[config.mk]
export PLATFORM = sky130hd
export DESIGN_NAME = onehot_seq_encoder
export DESIGN_NICKNAME = d
export VERILOG_FILES = /design/src/rtl/onehot_seq_pkg.sv /design/src/rtl/onehot_to_bin.sv /design/src/rtl/onehot_seq_encoder.sv
export SDC_FILE = /design/constraint.sdc
export NUM_CORES = 1
export LEC_CHECK = 0
export ABC_AREA = 1
export CAP_MARGIN = 20
export CORE_ASPECT_RATIO = 0.7
export CORE_MARGIN = 2
export CORE_UTILIZATION = 53
export CTS_CLUSTER_DIAMETER = 100
export CTS_CLUSTER_SIZE = 25
export DETAILED_ROUTE_END_ITERATION = 16
export PLACE_DENSITY = 0.84
export SLEW_MARGIN = 20
export SYNTH_ARGS = -nofsm -noshare
export SYNTH_HDL_FRONTEND = slang
export SYNTH_SLANG_ARGS = --single-unit
export TNS_END_PERCENT = 1
[constraint.sdc]
create_clock -name clock -period 2.49 [get_ports clock]
set_input_delay 0.249 -clock clock [delete_from_list [all_inputs] [get_ports clock]]
set_output_delay 0.249 -clock clock [all_outputs]
set_load 0.01 [all_outputs]
[src/rtl/onehot_seq_pkg.sv]
// Shared definitions for the one-hot sequence encoder.
//   state_e        : monitor FSM encoding (SEARCH = hunting for lock, TRACK = locked)
//   OH_W_DEF       : default one-hot input width
//   BIN_W_DEF      : default binary output width
package onehot_seq_pkg;

  typedef enum logic {
    ST_SEARCH = 1'b0,
    ST_TRACK  = 1'b1
  } state_e;

  localparam int OH_W_DEF  = 8;
  localparam int BIN_W_DEF = 3;

endpackage : onehot_seq_pkg

[src/rtl/onehot_to_bin.sv]
// Combinational one-hot to binary encoder.
//   onehot_i : OH_W-bit code word
//   bin_o    : index of the set bit (only meaningful when valid_o is high)
//   valid_o  : high when exactly one bit of onehot_i is set
module onehot_to_bin
  import onehot_seq_pkg::*;
#(
  parameter int OH_W  = OH_W_DEF,
  parameter int BIN_W = BIN_W_DEF
) (
  input  logic [OH_W-1:0]  onehot_i,
  output logic [BIN_W-1:0] bin_o,
  output logic             valid_o
);

  // Clearing the lowest set bit leaves zero only for a power of two.
  logic [OH_W-1:0] lowest_cleared;
  assign lowest_cleared = onehot_i & (onehot_i - OH_W'(1));
  assign valid_o        = (onehot_i != '0) && (lowest_cleared == '0);

  // OR of the indices of all set bits; exact whenever the word is one-hot.
  always_comb begin
    bin_o = '0;
    for (int i = 0; i < OH_W; i++) begin
      if (onehot_i[i]) begin
        bin_o = bin_o | BIN_W'(i);
      end
    end
  end

endmodule : onehot_to_bin

[src/rtl/onehot_seq_encoder.sv]
// One-hot sequence monitor and binary re-encoder.
// Re-encodes a decoder's one-hot word to binary, checks successive valid codes
// count up by one (mod 2**BIN_W), locks after LOCK_LEN in-sequence samples and
// flags/counts malformed or out-of-order codes.
//   clock        : rising-edge clock
//   reset        : synchronous active-high reset, overrides all inputs
//   enable       : low freezes all state and suppresses pulses
//   sample_valid : onehot_in is taken this cycle (when enable is high)
//   onehot_in    : one-hot code word
//   bin_out      : binary index of the last valid code
//   bin_valid    : 1-cycle pulse, bin_out updated from a valid code
//   onehot_err   : 1-cycle pulse, accepted word was not exactly one-hot
//   seq_err      : 1-cycle pulse, valid code out of sequence while locked
//   locked       : high while in TRACK
//   err_count    : saturating count of onehot_err + seq_err events
module onehot_seq_encoder
  import onehot_seq_pkg::*;
#(
  parameter int OH_W     = OH_W_DEF,
  parameter int BIN_W    = BIN_W_DEF,
  parameter int LOCK_LEN = 2,
  parameter int ERR_W    = 8
) (
  input  logic             clock,
  input  logic             reset,
  input  logic             enable,
  input  logic             sample_valid,
  input  logic [OH_W-1:0]  onehot_in,
  output logic [BIN_W-1:0] bin_out,
  output logic             bin_valid,
  output logic             onehot_err,
  output logic             seq_err,
  output logic             locked,
  output logic [ERR_W-1:0] err_count
);

  localparam int RUN_W = $clog2(LOCK_LEN + 1);
  localparam logic [RUN_W-1:0] RUN_LOCK = RUN_W'(LOCK_LEN);

  logic [BIN_W-1:0] idx;
  logic             code_ok;

  onehot_to_bin #(
    .OH_W (OH_W),
    .BIN_W(BIN_W)
  ) u_enc (
    .onehot_i(onehot_in),
    .bin_o   (idx),
    .valid_o (code_ok)
  );

  state_e           state_q,      state_d;
  logic [RUN_W-1:0] run_q,        run_d;
  logic [BIN_W-1:0] expected_q,   expected_d;
  logic [BIN_W-1:0] bin_q,        bin_d;
  logic             bin_valid_q,  bin_valid_d;
  logic             oh_err_q,     oh_err_d;
  logic             seq_err_q,    seq_err_d;
  logic [ERR_W-1:0] err_q,        err_d;

  logic accept;
  logic err_event;
  assign accept = enable && sample_valid;

  always_comb begin
    state_d     = state_q;
    run_d       = run_q;
    expected_d  = expected_q;
    bin_d       = bin_q;
    bin_valid_d = 1'b0;
    oh_err_d    = 1'b0;
    seq_err_d   = 1'b0;
    err_event   = 1'b0;

    if (accept) begin
      if (!code_ok) begin
        oh_err_d  = 1'b1;
        err_event = 1'b1;
        run_d     = '0;
        state_d   = ST_SEARCH;
      end else begin
        bin_d       = idx;
        bin_valid_d = 1'b1;
        expected_d  = idx + BIN_W'(1);
        unique case (state_q)
          ST_SEARCH: begin
            if ((run_q != '0) && (idx == expected_q)) begin
              run_d = (run_q == RUN_LOCK) ? run_q : run_q + RUN_W'(1);
            end else begin
              run_d = RUN_W'(1);
            end
            if (run_d == RUN_LOCK) begin
              state_d = ST_TRACK;
            end
          end
          ST_TRACK: begin
            if (idx != expected_q) begin
              seq_err_d = 1'b1;
              err_event = 1'b1;
              run_d     = RUN_W'(1);
              state_d   = ST_SEARCH;
            end
          end
          default: state_d = ST_SEARCH;
        endcase
      end
    end

    err_d = err_q;
    if (err_event && (err_q != '1)) begin
      err_d = err_q + ERR_W'(1);
    end
  end

  always_ff @(posedge clock) begin
    if (reset) begin
      state_q     <= ST_SEARCH;
      run_q       <= '0;
      expected_q  <= '0;
      bin_q       <= '0;
      bin_valid_q <= 1'b0;
      oh_err_q    <= 1'b0;
      seq_err_q   <= 1'b0;
      err_q       <= '0;
    end else begin
      state_q     <= state_d;
      run_q       <= run_d;
      expected_q  <= expected_d;
      bin_q       <= bin_d;
      bin_valid_q <= bin_valid_d;
      oh_err_q    <= oh_err_d;
      seq_err_q   <= seq_err_d;
      err_q       <= err_d;
    end
  end

  assign bin_out    = bin_q;
  assign bin_valid  = bin_valid_q;
  assign onehot_err = oh_err_q;
  assign seq_err    = seq_err_q;
  assign locked     = (state_q == ST_TRACK);
  assign err_count  = err_q;

endmodule : onehot_seq_encoder

==> results.tsv, run 1 <==
stage	metric	value	unit
layout	finish.utilization	0.7155	
logic_synthesis	syn-num-nets	181	
die	initial_core_util	0.5567	
die	die_w	60.40	microns
logic_synthesis	synth-simple-area-share	0.3955	
routing	dr.pass1.iters	4	
logic_synthesis	yosysSeqAreaShare	0.3393	
logic_synthesis	synth_top_family_by_area	simple AND/OR/NAND/NOR gates	
critical_path	crit_required	2730	ps
logic_synthesis	yosysWarnings	0	
clock_network	cts-buffers-inserted	3	
placed_design	port_buffers	26	
grt	antenna_found_initial	0	
routing	vias	1176	
timing	worstMarginPinSlew	401.4	ps
grt	grt_pass1_wl	4.526	mm
pwr	ir_drop	241.3	uV
layout	area_delta_synth_final	28.53	%
grt	overflow	0	
critical_path	crit_buf_inv	3	
layout	diodes	0	
grt	grt.total_usage	0.2303	
critical_path	arrival	2030	ps
critical_path	start_kind	primary input	
timing	hold_viol_final	0	
critical_path	cp_top_family	simple AND/OR/NAND/NOR gates	
logic_synthesis	postSynthCellCount	165	
timing	fin_tns_setup	0	ps
placed_design	gp_congestion	0.8197	
placed_design	post-dp-hpwl	2.179	mm
pwr	leakage	0.5750	nW
clock_network	cts_tree	built	
critical_path	rr_worst_depth	7	
worst_hold_path	min_path_cells	2	
die	die_h	43.48	microns
outcome	status	completed	
routing	route.detailed.drc	0	
pwr	powerDensity	440.8	mW/mm^2
timing	period_needed	1785	ps
clock_network	clkTransAtPathRegs	120	ps
logic_synthesis	synth_compound_area_frac	0.09332	
logic_synthesis	synth.distinct_cells	24	
critical_path	end_kind	register	
critical_path	worstPathCellList	clkdlybuf4s50_1, nor2_4, inv_1, o21ai_1, nand3_1, nor2_4, nand2_2, inv_1, nand2_1, a21oi_1	
clock_network	cts.htree.levels	1	
clock_network	cts_resized	0	
worst_hold_path	hp-class	register to register	
routing	ant_nets	0	
routing	finalWirelength	2.733	mm
logic_synthesis	ys_ff_latch	20	
layout	drive_above_1_share	0.1042	
timing	hold_slack	478.2	ps
logic_synthesis	muxShareOfSynthArea	0	
critical_path	worst-setup-path-type	primary input to register	
critical_path	path_max_fanout	11	
grt	grt_pass1_vias	1039	
die	coreArea	0.002120	sq mm
die	ios	27	
critical_path	slowest_stage	clkdlybuf4s50_1	
timing	finalSetupViolations	0	
die	core.rowCount	14	
timing	skew	10.69	ps
routing	avgViaCountPerCell	5.250	
die	dieArea	0.002626	sq mm
critical_path	path_depth	10	
grt	grt_start_max_net_pins	17	
clock_network	clk_path_buf_depth	2	
logic_synthesis	syn_avg_cell_area	7.151	sq um
logic_synthesis	synth-adder-area-share	0.04242	
timing	timing.fmax	560.2	MHz
logic_synthesis	synth-xor-area-share	0.05196	
layout	final_nets	209	
clock_network	clock_latency	310	ps
routing	dr.first_iter.drc_count	107	
clock_network	cts_root_buf	clkbuf_4	
timing	timing.final.crit_share	0.7168	
run	drv_cap	0	
clock_network	post-cts-setup-buffers	0	
critical_path	max_stage_delay	520	ps
routing	wl_per_cell	12.20	microns
clock_network	hold_buffers	0	
clock_network	cts.sinks	20	
timing	slew_headroom	0.7321	
layout	n_fill_cell	176	
timing	slew_violations	0	
logic_synthesis	syn_area	0.001180	sq mm
timing	rsz0062_at_grt	false	
[cells in the final DEF (no fill, tap or decap), drive strengths merged, types with 6 or more instances in the layout]
cell           Yosys  layout
nand4              9       9
clkdlybuf4s50      0      26
xor2               7       7
a21oi             16      16
nand3             12      12
nand2             45      45
o21ai              6       6
dfxtp             20      20
inv               18      18
nor2              19      19
[final timing paths]
check                                  start           end  slack [ps]
worst max-delay path            onehot_in[7]    bin_out[1]         710
worst max register to register  err_count[0]  err_count[3]         740
worst min-delay path                run_q[1]      run_q[1]         480
worst min register to register      run_q[1]      run_q[1]         480
[power breakdown]
group	internal [W]	leakage [nW]	total, W	switching (W)
Clock	0.000163	0.0279	0.000266	0.000103
Combinational	0.0000341	0.386	0.0000772	0.0000430
Sequential	0.000323	0.161	0.000325	0.00000252
[layout make-up]
type,count,area (sq um),area share
clock inverters,1,30.03,0.01980
flip-flops and latches,20,400.4,0.2640
repair buffers,27,267.8,0.1766
inverters,18,67.56,0.04455
clock buffers,3,22.52,0.01485
multi-input cells,123,688.2,0.4538
well taps,32,40.04,0.02640
[per-layer routing]
| layer | GRT usage | share of wire | vias up |
|---|---|---|---|
| met4 | 0.05333 | 0.015 | 0 |
| li1 | - | - | 599 |
| met5 | 0 | 0 | - |
| met2 | 0.3587 | 0.47 | 37 |
| met3 | 0.06567 | 0.059 | 6 |
| met1 | 0.3173 | 0.46 | 534 |
[cells by family (layout without fill, tap and decap cells)]
kind of cell,Yosys count,count (layout)
xor gates and xnor gates,7,7
and+or+nand+nor,90,90
AOI/OAI and AO/OA,22,22
buffers and inverters,22,49
adders and majority gates,4,4
DFF,20,20
[worst register-to-register path: cells and delay by family, from the launching register on]
kind	cells	cell delay, ps
AND/OR/NAND/NOR	5	930
AO/OA/AOI/OAI	1	140
flip-flops	1	410
adder cells (fa/ha/maj)	1	200
[synth_stat cells]
| library cell | instances | share of area |
|---|---|---|
| nor2_2 | 2 | 0.011 |
| o21ai_1 | 4 | 0.017 |
| inv_2 | 1 | 0.0032 |
| nand4_1 | 9 | 0.048 |
| buf_2 | 1 | 0.0042 |
| inv_1 | 17 | 0.054 |
| o21ai_0 | 2 | 0.0085 |
| nor3_1 | 3 | 0.013 |
| nand2_4 | 1 | 0.0095 |
| a21oi_1 | 16 | 0.068 |
| nand3_1 | 9 | 0.038 |
| nand3_4 | 1 | 0.015 |
| nand3_2 | 2 | 0.017 |
| xor2_1 | 7 | 0.052 |
| clkbuf_1 | 2 | 0.0064 |
| nor3b_1 | 1 | 0.0064 |
| dfxtp_1 | 20 | 0.34 |
| nor2_4 | 5 | 0.048 |
| nor2_1 | 12 | 0.038 |
| ha_1 | 4 | 0.042 |
| nand2_2 | 3 | 0.016 |
| buf_6 | 1 | 0.0095 |
| nand2_1 | 41 | 0.13 |
| nand3b_1 | 1 | 0.0064 |
[metrics by stage]
step,instances,setup slack [ps],total power [W],instance area [sq um]
after floorplan,165,984.2,0.0003722,1180
after global placement,220,504.2,0.0004066,1464
after detailed placement,220,431.6,0.0004091,1464
after CTS,224,741.3,0.0006731,1516
after global routing,224,526.1,0.0006993,1516
final,224,705.0,0.0006684,1516
[sequential cells by signal (all words and copies together) (netlist names)]
name        count
bin_out         3
err_count       8
locked          1
onehot_err      1
seq_err         1
expected_q      3
bin_valid       1
run_q           2
Note: power is estimated with default switching activity, not from simulation.
==> run 2: changes to the inputs <==
- CORE_UTILIZATION: 53 -> 44
- PLACE_DENSITY: 0.84 -> 0.74
- clock period: 2.49 -> 1.5 ns (I/O delays scaled with it)
==> results.tsv, run 2 (same netlist as run 1, synthesis figures left out) <==
stage	metric	value	unit
timing	slew_headroom	0.7536	
critical_path	reg2reg_setup_slack	70	ps
die	coreArea	0.002496	sq mm
routing	route.detailed.drc	0	
timing	hold_viol_final	0	
die	die_h	47.33	microns
worst_hold_path	min_path_cells	2	
die	core.rowCount	15	
timing	worstMarginPinSlew	368.4	ps
clock_network	cts-buffers-inserted	3	
clock_network	cts_root_buf	clkbuf_8	
die	initial_core_util	0.4727	
timing	final.setup.worst_slack	53.18	ps
worst_hold_path	min_from	bin_out[1]	
layout	largest_reg_flops	8	
timing	skew	1.271	ps
clock_network	cts_tree	built	
timing	slew_violations	0	
critical_path	crit_buf_inv	1	
timing	hold_slack	469.5	ps
grt	antenna_found_initial	0	
timing	rsz0062_at_grt	true	
placed_design	gp_congestion	0.8538	
placed_design	place_ws	-415.6	ps
layout	seq_area	402.9	sq um
critical_path	reg2reg_from	expected_q[0]	
layout	area_delta_synth_final	48.57	%
grt	grt_pass1_vias	1057	
grt	grt.total_usage	0.2037	
routing	dr.pass1.iters	4	
critical_path	path_max_fanout	5	
routing	dr.first_iter.drc_count	42	
worst_hold_path	hold_end	bin_out[1]	
layout	n_fill_cell	197	
timing	timing.fmax	691.2	MHz
critical_path	worstPathCellList	clkdlybuf4s50_1	
clock_network	clkTransAtPathRegs	70	ps
die	die_w	65.90	microns
outcome	status	completed	
pwr	leakage	0.7148	nW
pwr	ir_drop	456.5	uV
routing	vias	1249	
grt	overflow	0	
layout	final_cell_mix	nand2_1 (41), buf_4 (21), dfxtp_1 (18), clkdlybuf4s50_1 (18), inv_1 (16)	
grt	grt_pass1_wl	4.650	mm
run	drv_cap	0	
layout	drive_above_1_share	0.2430	
critical_path	slowest_stage	clkdlybuf4s50_1	
critical_path	rr_endpoint	run_q[0]	
routing	avgViaCountPerCell	5.036	
layout	multi_input_area	749.5	sq um
die	ios	27	
critical_path	arrival	1300	ps
pwr	powerDensity	691.0	mW/mm^2
placed_design	port_buffers	26	
critical_path	end_kind	output port	
clock_network	clk_path_buf_depth	2	
clock_network	cts.htree.levels	1	
die	dieArea	0.003118	sq mm
clock_network	clock_latency	250	ps
clock_network	cts.sinks	20	
grt	grt_start_max_net_pins	13	
routing	ant_nets	0	
routing	wl_per_cell	12.38	microns
timing	period_needed	1447	ps
critical_path	rr_worst_depth	7	
critical_path	crit_required	1350	ps
pwr	finalPower	0.001211	W
routing	finalWirelength	3.070	mm
critical_path	start_kind	register	
layout	mostFrequentLayoutCell	nand2_1	
critical_path	worst-setup-path-type	register to output port	
timing	finalSetupViolations	0	
critical_path	cp_top_family	buffers and inverters	
layout	final_cells	248	
timing	fin_tns_setup	0	ps
placed_design	place_inst	241	
critical_path	max_stage_delay	580	ps
layout	diodes	0	
worst_hold_path	hp-class	register to register	
layout	final_nets	231	
placed_design	post-dp-hpwl	2.285	mm
timing	timing.final.crit_share	0.9645	
## run 2: worst max-delay path by stage
stage / startpoint / to / slack [ps] / cells after the start
floorplan: err_count[1] / err_count[0] / 70 / 8
global placement: onehot_in[7] / expected_q[0] / -350 / 10
detailed placement: onehot_in[7] / expected_q[0] / -420 / 10
CTS: err_count[0] / err_count[7] / 50 / 7
global route: onehot_in[3] / err_count[7] / -50 / 13
finish: locked / locked / 50 / 1
## run 2: per-layer routing
layer,track usage,up-vias,wire (microns)
met1,0.2656,555,1389
met5,0,-,0
met4,0.07917,0,81
li1,-,641,-
met3,0.05276,10,165
met2,0.3313,43,1433
## run 2: metrics by stage
stage | util | area [sq um]
2_1_floorplan | - | 1185
3_3_place_gp | 0.6466 | 1614
3_5_place_dp | 0.6466 | 1614
4_1_cts | 0.6767 | 1689
5_1_grt | 0.7023 | 1753
6_report | 0.7023 | 1753
## run 2: final cells by class
class                      count  area share
multi-input combinational    124      0.4276
timing repair buffer          48      0.2391
clock buffer                   3     0.02355
sequential                    20      0.2298
tap                           34     0.02427
clock inverter                 1     0.01713
inverter                      18     0.03854
## run 2: what timing repair did
item	CTS	global route
pin swaps	7	7
hold buffers	0	0
gates cloned	0	1
hold endpoints to repair	0	0
resized for setup	13	11
setup endpoints to repair	17	14
setup buffers	0	2
## run 2: tightest hold or removal path, stage by stage, from the launching register on
cell,delay (ps)
dfxtp_1,310
nand2_1,60
a21oi_1,60
## run 2: where the power goes
group,switching [W],internal [W]
registers,0.00000244,0.000536
logic,0.0000818,0.0000666
clock network,0.000169,0.000356
total,0.000253,0.000958
